===== config.mk =====
export PLATFORM = sky130hd
export DESIGN_NAME = conv_tile_fetch
export DESIGN_NICKNAME = d
export VERILOG_FILES = /design/src/rtl/conv_tile_fetch.sv
export SDC_FILE = /design/constraint.sdc
export NUM_CORES = 1
export LEC_CHECK = 0
export ABC_CLOCK_PERIOD_IN_PS = 6900
export CAP_MARGIN = 20
export CORE_MARGIN = 3
export CORE_UTILIZATION = 57
export DETAILED_ROUTE_END_ITERATION = 8
export PLACE_DENSITY = 0.86
export SYNTH_ARGS = -nofsm -noshare
export SYNTH_HDL_FRONTEND = slang
export SYNTH_SLANG_ARGS = --single-unit

===== constraint.sdc =====
create_clock -name clk -period 6.9 [get_ports clk]
set_input_delay 0.69 -clock clk [delete_from_list [all_inputs] [get_ports clk]]
set_output_delay 0.69 -clock clk [all_outputs]
set_load 0.03 [all_outputs]

===== src/rtl/conv_tile_fetch.sv =====
// rtl/conv_tile_fetch.sv - walks a frame with a 4x4/stride-2 window and issues each tile to conv_pool
module conv_tile_fetch #(
  parameter int IMG_W  = 16,
  parameter int IMG_H  = 16,
  parameter int ADDR_W = 16
) (
  input  logic              clk,
  input  logic              rst,
  input  logic              start,
  input  logic [ADDR_W-1:0] base_addr,
  output logic              mem_re,
  output logic [ADDR_W-1:0] mem_addr,
  input  logic [7:0]        mem_rdata,
  output logic [127:0]      image_4x4,
  output logic              input_re,
  output logic [ADDR_W-1:0] input_addr,
  input  logic              conv_done,
  output logic              busy,
  output logic              frame_done
);

  localparam int TILES_X = IMG_W / 2 - 1;
  localparam int TILES_Y = IMG_H / 2 - 1;

  localparam logic [2:0] S_IDLE   = 3'd0;
  localparam logic [2:0] S_FETCH  = 3'd1;
  localparam logic [2:0] S_DRAIN  = 3'd2;
  localparam logic [2:0] S_ISSUE  = 3'd3;
  localparam logic [2:0] S_WAIT   = 3'd4;
  localparam logic [2:0] S_FINISH = 3'd5;

  logic [2:0]        state;
  logic [ADDR_W-1:0] base_q;
  logic [ADDR_W-1:0] tr;
  logic [ADDR_W-1:0] tc;
  logic [ADDR_W-1:0] tile_idx;
  logic [3:0]        k;
  logic [3:0]        k_d;
  logic              cap_v;
  logic [ADDR_W-1:0] row;
  logic              last_tile;

  // Address arithmetic is done at ADDR_W so a frame near the top of memory wraps silently.
  assign row       = (tr << 1) + ADDR_W'(k[3:2]);
  assign mem_re    = (state == S_FETCH);
  assign mem_addr  = mem_re ? (base_q + row * ADDR_W'(IMG_W) + (tc << 1) + ADDR_W'(k[1:0]))
                            : '0;
  assign input_re  = (state == S_ISSUE);
  assign busy      = (state != S_IDLE);
  assign frame_done = (state == S_FINISH);
  assign last_tile = (tr == ADDR_W'(TILES_Y - 1)) && (tc == ADDR_W'(TILES_X - 1));

  always_ff @(posedge clk) begin
    if (rst) begin
      state      <= S_IDLE;
      base_q     <= '0;
      tr         <= '0;
      tc         <= '0;
      tile_idx   <= '0;
      k          <= '0;
      k_d        <= '0;
      cap_v      <= 1'b0;
      image_4x4  <= '0;
      input_addr <= '0;
    end else begin
      // Read data lags mem_re by one cycle, so capture uses the delayed read index.
      cap_v <= (state == S_FETCH);
      k_d   <= k;
      if (cap_v) begin
        image_4x4[{k_d, 3'b000} +: 8] <= mem_rdata;
      end

      case (state)
        S_IDLE: begin
          if (start) begin
            base_q   <= base_addr;
            tr       <= '0;
            tc       <= '0;
            tile_idx <= '0;
            k        <= '0;
            state    <= S_FETCH;
          end
        end
        S_FETCH: begin
          k <= k + 4'd1;
          if (k == 4'd15) begin
            state <= S_DRAIN;
          end
        end
        S_DRAIN: begin
          input_addr <= tile_idx;
          state      <= S_ISSUE;
        end
        S_ISSUE: begin
          state <= S_WAIT;
        end
        S_WAIT: begin
          if (conv_done) begin
            if (last_tile) begin
              state <= S_FINISH;
            end else begin
              if (tc == ADDR_W'(TILES_X - 1)) begin
                tc <= '0;
                tr <= tr + 1'b1;
              end else begin
                tc <= tc + 1'b1;
              end
              tile_idx <= tile_idx + 1'b1;
              k        <= '0;
              state    <= S_FETCH;
            end
          end
        end
        S_FINISH: begin
          state <= S_IDLE;
        end
        default: begin
          state <= S_IDLE;
        end
      endcase
    end
  end

endmodule


==> results.sh <==
export IMPL_wl_met3_um=1740
export IMPL_start_kind="register"
export IMPL_ys_ff_latch=220
export IMPL_final_hold_viol_count=0
export IMPL_max_vdd_ir_drop_mv=0.223
export IMPL_critPathMostFrequentCell="ha_1"
export IMPL_rsz0062_at_grt="false"
export IMPL_fin_skew_ps=21.1
export IMPL_synth_main_ff_cell="dfxtp_1"
export IMPL_whs_endpoint="input_addr[9]"
export IMPL_crit_slowest_cell="clkdlybuf4s50_1"
export IMPL_hold_depth=2
export IMPL_initial_core_util_pct=58.6
export IMPL_clock_latency_ps=510
export IMPL_drt_iter0_drc=594
export IMPL_h_tree_depth=1
export IMPL_path_clk_slew_ps=60
export IMPL_clock_root_buffer="clkbuf_16"
export IMPL_worstPathArrival_ps=4190
export IMPL_num_io_pins=192
export IMPL_yosysWarningCount=0
export IMPL_setup_viol=0
export IMPL_r2r_cells=8
export IMPL_n_fill_cell=1234
export IMPL_hold_path_class="reg -> reg"
export IMPL_drive_above_1_share_pct=5.28
export IMPL_worst_slack_ps=2020
export IMPL_cts_tree="done"
export IMPL_clockBufferDepth=3
export IMPL_grt_pass1_vias=8252
export IMPL_top_layer_used="met4"
export IMPL_path_class="reg -> out"
export IMPL_fin_crit_sh_pct=70.7
export IMPL_post_route_min_period_ps=4880
export IMPL_core_area_mm2=0.0174
export IMPL_synth_most_common_cell="dfxtp_1"
export IMPL_maxCapViolations=0
export IMPL_grt_overflow_total=0
export IMPL_rrSetupSlack_ps=3910
export IMPL_die_width_um=140
export IMPL_synth_top_cell_by_area="dfxtp_1"
export IMPL_portBuffers=191
export IMPL_cts_buffers=23
export IMPL_drt_wl_total_um=26900
export IMPL_worstReg2RegStart="k_d[0]"
export IMPL_num_vias=8627
export IMPL_grt_max_degree=112
export IMPL_hold_start="input_addr[9]"
export IMPL_viasPerCell=5.71
export IMPL_grt_pass1_wl_um=43700
export IMPL_postSynth_asyncResetShare_pct=0
export IMPL_wl_per_cell_um=17.8
export IMPL_synth_common_cells="220 x dfxtp_1, 201 x nor2_1, 128 x mux2i_1, 105 x nand2_1, 60 x a21oi_1"
export IMPL_p_leak_nw=5.03
export IMPL_synth_top_area_share_pct=43.3
export IMPL_dr_wl_met2_um=12700
export IMPL_required_ps=6210
export IMPL_max_slew_margin_pct=26.1
export IMPL_ys_types=71
export IMPL_synth_area_leaders="dfxtp_1 43%, mux2i_1 13%, nor2_1 7.4%, nand2_1 3.9%, ha_1 3.6%"
export IMPL_synth_edf_count=0
export IMPL_status="completed"
export IMPL_slowest_delay_ps=690
export IMPL_drtPass1Iterations=5
export IMPL_cp_end_kind="primary output"
export IMPL_route_detailed_drc=0
export IMPL_post_dp_hpwl_um=19000
export IMPL_worst_slew_pin_transition_ps=1110
export IMPL_slew_viol_final=0
export IMPL_max_freq_mhz=205
export IMPL_clkSinkCount=220
export IMPL_rows=48
export IMPL_m1WireLength_um=11500
export IMPL_area_growth_pct=26.1
export IMPL_grtUsageTotal_pct=27.0
export IMPL_die_area_mm2=0.0195
export IMPL_synth_avg_cell_area_um2=9.11
export IMPL_worstReg2RegEnd="image_4x4[39]"
export IMPL_cts_repair_resized=0
export IMPL_place_congestion=0.880
export IMPL_die_h_um=140
export IMPL_fin_tns_setup_ps=0
export IMPL_power_density_mw_per_mm2=207
export IMPL_antenna_cells=0
export IMPL_post_cts_buffers=0
export IMPL_syn_nets=1187
export IMPL_ctsHoldBuffers=0
export IMPL_synth_seq_area_share_pct=43.3
export IMPL_antenna_left=0
export IMPL_antenna_found_initial=0
export IMPL_final_nets=1346
export IMPL_pre_cts_ws_ps=2610
export IMPL_netlist_area_mm2=0.0102
export IMPL_crit_path_cell_trace="ha_1 -> ha_1 -> xor2_1 -> fa_1 -> ha_1 -> nor3_1 -> o2111ai_1 -> a41oi_1 -> o21ai_0 -> xnor2_1 -> nor2_1 -> clkdlybuf4s50_1"
export IMPL_synth_cells=1117
export IMPL_critPathMaxFanout=7
-- cell type report --
cell class	count	area [um^2]	area share, %
sequential	220	4400	34.3
multi-input combinational	813	5400	42.1
clock buffer	30	652	5.08
clock inverter	6	62.6	0.488
timing repair buffer	193	1920	15.0
inverter	25	93.8	0.732
tap	225	282	2.20
-- worst max-delay path by stage --
stage | startpoint | end | slack, ps | depth (start not counted)
6_report | tr[0] | mem_addr[15] | 2020 | 12
4_1_cts | tr[3] | mem_addr[15] | 2060 | 12
3_3_place_gp | tr[3] | mem_addr[15] | 2660 | 12
3_5_place_dp | tr[3] | mem_addr[15] | 2610 | 12
2_1_floorplan | tr[2] | mem_addr[13] | 3240 | 12
5_1_grt | tr[0] | mem_addr[15] | 1720 | 12
-- metrics by stage --
stage	power (mW)	hold WS, ps	utilization [%]	std cells	cell area, um^2
final	2.65	457	73.9	1512	12800
after global routing	2.74	481	73.9	1512	12800
after CTS	2.66	463	73.9	1512	12800
after detailed placement	1.50	451	69.8	1476	12100
after global placement	1.49	445	69.8	1476	12100
after floorplan	1.44	436	-	1117	10200
-- state kept, by name, summed over array words and instances (netlist names), 3 cells and up --
name and flops:
tc 16, k_d 4, tile_idx 16, k 4, input_addr 16, state 3
image_4x4 128, base_q 16, tr 16
-- cells in the final DEF (no fill, tap or decap), drive strengths merged, types with 3 or more instances in the layout --
cell type	instances
a211oi	7
a21o	7
a21oi	60
a41oi	4
and2	20
and3	16
and4	6
buf	3
clkbuf	30
clkdlybuf4s50	190
clkinv	5
dfxtp	220
fa	13
ha	29
inv	25
mux2i	129
nand2	107
nand2b	4
nand3	25
nand4	24
nand4b	3
nor2	209
nor2b	3
nor3	24
nor4	7
nor4b	5
o21ai	23
or3	4
xnor2	28
xor2	29
-- worst max-delay path, delay by kind of cell, from the launching register on --
kind            cells  cell delay, ps
simple gates        2             230
compound gates      3             770
flops               1             450
xor+xnor            2             400
buf+inv             1             690
fa+ha+maj           4            1160
-- power by group --
part	switching, mW	internal [mW]	leakage [nW]	total (mW)
registers	0.0156	1.28	1.78	1.30
clock network	0.482	0.696	0.356	1.18
logic	0.112	0.0616	2.90	0.173
total	0.609	2.04	5.03	2.65
-- routing by layer --
metal  global-route usage, %  vias to the layer above
li1                        -                     4139
met1                    36.2                     4096
met4                    9.18                        0
met5                       0                        -
met2                    44.9                      322
met3                    3.99                       70
-- cell families after synthesis --
group                    after synthesis  synth area share, %
AND/OR/NAND/NOR                      464                 22.1
flip-flops                           220                 43.3
multiplexers                         129                 12.7
AO/OA/AOI/OAI                        121                 7.25
buffers and inverters                 84                 3.57
XOR/XNOR                              57                 4.91
adder cells (fa/ha/maj)               42                 6.13
No activity file was read; power rests on OpenSTA's default activity.
